## src/rtl/al_accel_mem_arbiter.sv

```systemverilog
// Round-robin burst arbiter: shares one SoC memory-bus master port among the
// accelerator data movers and sequences each granted burst as word beats.
//
// state   | meaning
// --------+--------------------------------------------------------------
// S_IDLE  | no owner; arbitrate among req_valid when enb is high
// S_BURST | owner granted; one word beat presented per cycle on mem_*
// S_DONE  | one-cycle req_done pulse to the owner; owner becomes 'last'
module al_accel_mem_arbiter #(
   parameter int NREQ   = 4,
   parameter int ADDR_W = 32,
   parameter int LEN_W  = 16
) (
   input  logic                     clk,
   input  logic                     resetn,
   input  logic                     enb,
   input  logic [NREQ-1:0]          req_valid,
   input  logic [NREQ*ADDR_W-1:0]   req_addr,
   input  logic [NREQ*LEN_W-1:0]    req_len,
   input  logic [NREQ-1:0]          req_wr,
   output logic [NREQ-1:0]          req_grant,
   output logic [NREQ-1:0]          req_beat,
   output logic [NREQ-1:0]          req_done,
   output logic                     mem_valid,
   output logic [ADDR_W-1:0]        mem_addr,
   output logic                     mem_we,
   input  logic                     mem_ready,
   output logic                     busy
);

   localparam int IW = (NREQ > 1) ? $clog2(NREQ) : 1;

   typedef enum logic [1:0] {
      S_IDLE  = 2'd0,
      S_BURST = 2'd1,
      S_DONE  = 2'd2
   } state_t;

   state_t            state, state_nxt;
   logic [IW-1:0]     last_idx;
   logic [IW-1:0]     win_idx;
   logic [ADDR_W-1:0] base_r;
   logic [LEN_W-1:0]  len_r;
   logic              wr_r;
   logic [LEN_W-1:0]  beat_cnt;

   logic [ADDR_W-1:0] addr_arr [NREQ];
   logic [LEN_W-1:0]  len_arr  [NREQ];
   logic              pick_found;
   logic [IW-1:0]     pick_idx;
   int                cand;

   for (genvar g = 0; g < NREQ; g++) begin : g_unpack
      assign addr_arr[g] = req_addr[ADDR_W*g +: ADDR_W];
      assign len_arr[g]  = req_len[LEN_W*g +: LEN_W];
   end

   // Rotating search starting one past the previous owner.
   always_comb begin
      pick_found = 1'b0;
      pick_idx   = '0;
      cand       = 0;
      for (int k = 1; k <= NREQ; k++) begin
         cand = (int'(last_idx) + k) % NREQ;
         if (!pick_found && req_valid[IW'(cand)]) begin
            pick_found = 1'b1;
            pick_idx   = IW'(cand);
         end
      end
   end

   always_comb begin
      state_nxt = state;
      req_grant = '0;
      req_done  = '0;
      mem_valid = 1'b0;
      mem_addr  = '0;
      mem_we    = 1'b0;
      busy      = (state != S_IDLE);
      case (state)
         S_IDLE: begin
            if (enb && pick_found)
               state_nxt = (len_arr[pick_idx] == '0) ? S_DONE : S_BURST;
         end
         S_BURST: begin
            req_grant[win_idx] = 1'b1;
            mem_valid          = 1'b1;
            mem_addr           = {base_r[ADDR_W-1:2], 2'b00} + ADDR_W'({beat_cnt, 2'b00});
            mem_we             = wr_r;
            if (mem_ready && (beat_cnt == len_r - LEN_W'(1)))
               state_nxt = S_DONE;
         end
         S_DONE: begin
            req_done[win_idx] = 1'b1;
            state_nxt         = S_IDLE;
         end
         default: state_nxt = S_IDLE;
      endcase
   end

   assign req_beat = req_grant & {NREQ{mem_ready}};

   always_ff @(posedge clk) begin
      if (!resetn) begin
         state    <= S_IDLE;
         last_idx <= IW'(NREQ - 1);
         win_idx  <= '0;
         base_r   <= '0;
         len_r    <= '0;
         wr_r     <= 1'b0;
         beat_cnt <= '0;
      end else begin
         state <= state_nxt;
         case (state)
            S_IDLE: begin
               if (enb && pick_found) begin
                  win_idx  <= pick_idx;
                  base_r   <= addr_arr[pick_idx];
                  len_r    <= len_arr[pick_idx];
                  wr_r     <= req_wr[pick_idx];
                  beat_cnt <= '0;
               end
            end
            S_BURST: begin
               if (mem_ready)
                  beat_cnt <= beat_cnt + LEN_W'(1);
            end
            S_DONE:  last_idx <= win_idx;
            default: ;
         endcase
      end
   end

endmodule
```

## config.mk

```make
export PLATFORM = sky130hd
export DESIGN_NAME = al_accel_mem_arbiter
export DESIGN_NICKNAME = d
export VERILOG_FILES = /design/src/rtl/al_accel_mem_arbiter.sv
export SDC_FILE = /design/constraint.sdc
export NUM_CORES = 1
export LEC_CHECK = 0
export BUFFER_PORTS_ARGS = -buffer_cell sky130_fd_sc_hd__buf_2
export CAP_MARGIN = 10
export CORE_MARGIN = 2
export CORE_UTILIZATION = 53
export CTS_CLUSTER_SIZE = 30
export DETAILED_ROUTE_END_ITERATION = 8
export GPL_TIMING_DRIVEN = 0
export PLACE_DENSITY = 0.9
export SYNTH_ARGS = -nofsm -noshare
export SYNTH_HDL_FRONTEND = slang
export SYNTH_SLANG_ARGS = --single-unit
```

## constraint.sdc

```tcl
create_clock -name clk -period 4.4 [get_ports clk]
set_clock_uncertainty 0.2 [all_clocks]
set_input_delay 0.22 -clock clk [delete_from_list [all_inputs] [get_ports clk]]
set_output_delay 0.22 -clock clk [all_outputs]
set_load 0.03 [all_outputs]
```

# Word-level counts from Yosys, hierarchy flattened
# Index checks and enable logic that the tools add are counted.
dict set report totals {
  reg_bits 71
  inputBits 204
  output_inout_bits 47
  word_cells 88
}
dict set report classes {
  addsub 7
  order_cmp 8
  n_eq_ne 6
  n_mux 42
  bitwise 2
  reduce_logical 16
}
# operator n
set op_table {}
lappend op_table {{two-way mux 32 bit} 3}
lappend op_table {{binary-select mux 32 bit (select 2 bit)} 1}
lappend op_table {{two-way mux 16 bit} 4}
lappend op_table {{adder 32 x 18 -> 32 bit} 1}
lappend op_table {{binary-select mux 16 bit (select 2 bit)} 1}
lappend op_table {{one-hot mux 16 bit (2 select lines)} 1}
lappend op_table {{adder 16 x 1 -> 16 bit, second input constant} 1}
lappend op_table {{equality test 16 bit} 1}
lappend op_table {{logical NOT 16 bit} 1}
lappend op_table {{< comparator 2 x 4 -> 1 bit, second input constant} 4}
lappend op_table {{two-way mux 1 bit} 16}
lappend op_table {{subtractor 16 x 1 -> 16 bit, second input constant} 1}
lappend op_table {{two-way mux 2 bit} 7}
lappend op_table {{binary-select mux 1 bit (select 2 bit)} 5}
lappend op_table {{two-way mux 4 bit} 2}
lappend op_table {{logical AND 1 bit} 6}
lappend op_table {{< comparator 2 x 3 -> 1 bit, second input constant} 2}
lappend op_table {{!= test 2 bit, second input constant} 3}
lappend op_table {{adder 2 x 1 -> 2 bit, second input constant} 2}
lappend op_table {{adder 2 bit, second input constant} 2}
lappend op_table {{bitwise AND 4 bit} 1}
lappend op_table {{one-hot mux 2 bit (2 select lines)} 1}
lappend op_table {{AND reduction 2 bit} 2}
lappend op_table {{nonzero test 2 bit} 2}
lappend op_table {{other kinds (9)} 11}

# Logic depth before layout (Yosys ltp)
dict set report logic_depth {
  depth_word 22
  depth_mapped 10
  ltp_nobuf 10
}

# Least setup slack after synthesis
# OpenSTA, ideal clock, no wires.
dict set report synth_timing {
  kind {flip-flop to output port}
  start {register beat_cnt[0]}
  end {output port mem_addr[28]}
  t_arrival_ps 2736
  setup_slack_ps 1244
  path_stages_with_launch 11
  n_path_buf 0
  path_cell_list {dfxtp_1 -> ha_1 -> fa_1 -> a211oi_1 -> o211ai_1 -> a31oi_1 -> o21a_1 -> o21ai_0 -> a21oi_1 -> o21ai_0 -> a21oi_1}
}
dict set report synth_between {
  elab_chain_cells 2
}
# element line_no
set synth_lines {}
lappend synth_lines {{start, declared} 45} ;# logic [LEN_W-1:0] beat_cnt;
lappend synth_lines {{start signal, assigned} 126} ;# beat_cnt <= beat_cnt + LEN_W'(1);
lappend synth_lines {{adder 32 x 18 -> 32 bit} 88} ;# mem_addr = {base_r[ADDR_W-1:2], 2'b00} + ADDR_W'({beat_cnt, 2'b00});
lappend synth_lines {{two-way mux 32 bit} 80} ;# case (state)
lappend synth_lines {{end, declared} 25} ;# output logic [ADDR_W-1:0] mem_addr,
# No other way between the ends.

# Worst setup path after layout
# Same ends and word-level chain as after synthesis.

==> results.toml <==
[cts]
clock_latency_ns = 0.35
path_clk_slew_ns = 0.08
post_cts.repair.setup_buffers = 0
cts_root_buf = "clkbuf_8"
cts-resized-gates = 0
clock_path_buffers = 2
ctsHtreeMaxLevel = 3
cts_tree = "yes"
cts-buffers-inserted = 9
holdBufCountCts = 0
cts_sinks = 69

[outcome]
status = "completed"

[route]
routed-via-count = 6896
drt-total-wl_um = 19400
drtAntennaViolNets = 0
routedWlPerCell_um = 16.4
drtIter0Drc = 521
dr.pass1.iters = 6
viasPerCell = 5.84
drcViolationCount = 0

[pwr]
combPwrFrac = 0.307
switching_share = 0.333
intPower_mw = 1.21
p_leak_nw = 3.35
powerDensity_nw_per_um2 = 243
finalPower_mw = 1.81
p_seq_frac = 0.386
clock_power_share = 0.307
power_switching_uw = 603
ir_drop_mv = 0.194

[logic_synthesis]
synth-seq-area-share = 0.235
yosysTopAreaCell = "dfxtp_1"
synthTopCellsByArea = "dfxtp_1 (23%), mux2i_1 (9.0%), nand2_1 (7.6%), xor2_1 (5.4%), a311oi_1 (4.8%)"
netlist_area_um2 = 5880
yosys_register_bits = 69
yosys_warnings = 0
synth_ff_type = "dfxtp_1"
synth_edf_count = 0
netlist.area_leader.share = 0.235
syn_inst = 784
avgSynthCellArea_um2 = 7.50
synth.distinct_cells = 63
synth-async-reset-ratio = 0

[timing]
finalMaxSlewViolations = 0
finalSetupTns_ns = 0
hold_viol = 0
tightestPinTransition_ns = 1.15
fin_hold_ws_ns = 0.0888
max_slew_margin = 0.224
setup-violations-final = 0
period_minus_slack_ns = 3.94
max_freq_mhz = 254
rsz0062_at_grt = "no"
finalCritPeriodShare = 0.895

[critical_path]
endpoint_kind = "primary output"
crit_buf_inv = 1
crit_path_max_incr_delay_ns = 0.45
crit_chain = "ha_1 > fa_1 > a211oi_1 > o211ai_1 > a31oi_1 > o21a_1 > o21ai_0 > a21oi_1 > o21ai_0 > a21oi_1 > buf_2"
crit_path_max_fanout = 6
start_kind = "flop"
cpMaxStageDelayCell = "fa_1"
crit_family = "compound AO/OA/AOI/OAI gates"
required_ns = 3.98
arrival_ns = 3.52
critical_path_class = "reg -> out"

[placed_design]
placed_area_um2 = 7260
place.gp.congestion = 0.975
hpwl_um = 15400
io_buffers = 239

[cells_and_area]
final_util = 0.689
nNetsFinal = 1258
design_area_um2 = 7470
drive_gt1_frac = 0.266
area_growth_pct = 27.0

[floorplan]
die_w_um = 109
start_util = 0.543
coreArea_um2 = 10800
chipHeight_um = 109
die_area_um2 = 12000
rows = 38
io_pins = 251

[worst_hold_path]
hold_class = "in -> reg"

[global_route]
first_global_vias = 6524
grt_pass1_wl_um = 30700
grt_antenna_before_repair = 1
grt_start_max_net_pins = 12
track_usage = 0.325
grt_overflow_total = 0

[job]
drv_cap = 0
==> through the flow <==
stage          cells  worst slack, ns
2_1_floorplan    785             1.24
3_3_place_gp    1164            0.997
3_5_place_dp    1164            0.931
4_1_cts         1180            0.549
5_1_grt         1181            0.317
6_report        1181            0.464
==> registers in the layout (all words and copies together), names as in the netlist <==
register	count
beat_cnt	16
len_r	16
state	2
last_idx	2
win_idx	2
base_r	30
wr_r	1
==> cell usage after synthesis (all sizes together), types with 7 or more instances <==
cell type,number
xnor2,17
nor4,7
and3,11
nand3,24
and2,38
nor2b,33
o21ai,19
a211oi,36
nand2,119
dfxtp,69
a21oi,47
nor2,61
a21o,7
ha,18
nand2b,10
nor3,8
inv,8
buf,15
a311oi,32
mux2i,53
xor2,36
clkbuf,37
a21boi,19
==> area by class of cell <==
cell class,instances,area [um2]
Antenna cell,1,2.50
Buffer,52,219
Clock buffer,13,169
Clock inverter,3,42.5
Fill cell,958,3370
Inverter,8,30.0
Multi-Input combinational cell,656,4260
Sequential cell,69,1380
Tap cell,140,175
Timing Repair Buffer,239,1200
==> cell usage in the layout (no fill, tap or decap), types with 5 or more instances in the layout <==
cell type and instances:
buf_2 246, nand2_1 119, dfxtp_1 69, nor2_1 60
mux2i_1 53, a21oi_1 47, clkbuf_1 37, xor2_1 36
a211oi_1 36, and2_1 34, nor2b_1 33, a311oi_1 32
nand3_1 24, a21boi_0 19, ha_1 18, xnor2_1 17
o21ai_0 16, clkbuf_8 12, and3_1 11, nand2b_1 10
inv_1 8, nor3_1 8, a21o_1 7, nand4_1 5
or2_2 5, or3_1 5, buf_1 5, o21a_1 5
nor4_1 5
==> routing by layer <==
metal,global-route usage,share of wire,vias up
met3,0.0510,0.077,59
met5,0,0,-
met4,0.124,0.032,0
met2,0.547,0.47,366
li1,-,-,3317
met1,0.419,0.42,3154
==> cells by family after synthesis <==
group,synth area share
flip-flops,0.235
adder cells (fa/ha/maj),0.0417
AND/OR/NAND/NOR,0.288
other,0.000637
buffers and inverters,0.0423
XOR/XNOR,0.0789
AO/OA/AOI/OAI,0.223
multiplexers,0.0902
==> worst paths after layout <==
check / startpoint / end / slack (ns) / cells past startpoint
worst min register to register: len_r[15] / len_r[15] / 0.31 / 2
worst min-delay path: resetn / len_r[0] / 0.09 / 2
worst max register to register: last_idx[1] / base_r[8] / 1.33 / 8
worst max-delay path: beat_cnt[0] / mem_addr[28] / 0.46 / 11
==> power by group through the flow <==
stage / logic, mW / clock network (mW) / registers [mW]
4_1_cts: 0.550 / 0.554 / 0.699
2_1_floorplan: 0.363 / 0 / 0.702
5_1_grt: 0.609 / 0.584 / 0.705
6_report: 0.557 / 0.557 / 0.700
3_3_place_gp: 0.533 / 0 / 0.710
3_5_place_dp: 0.546 / 0 / 0.713
(Power assumes the default switching activity.)
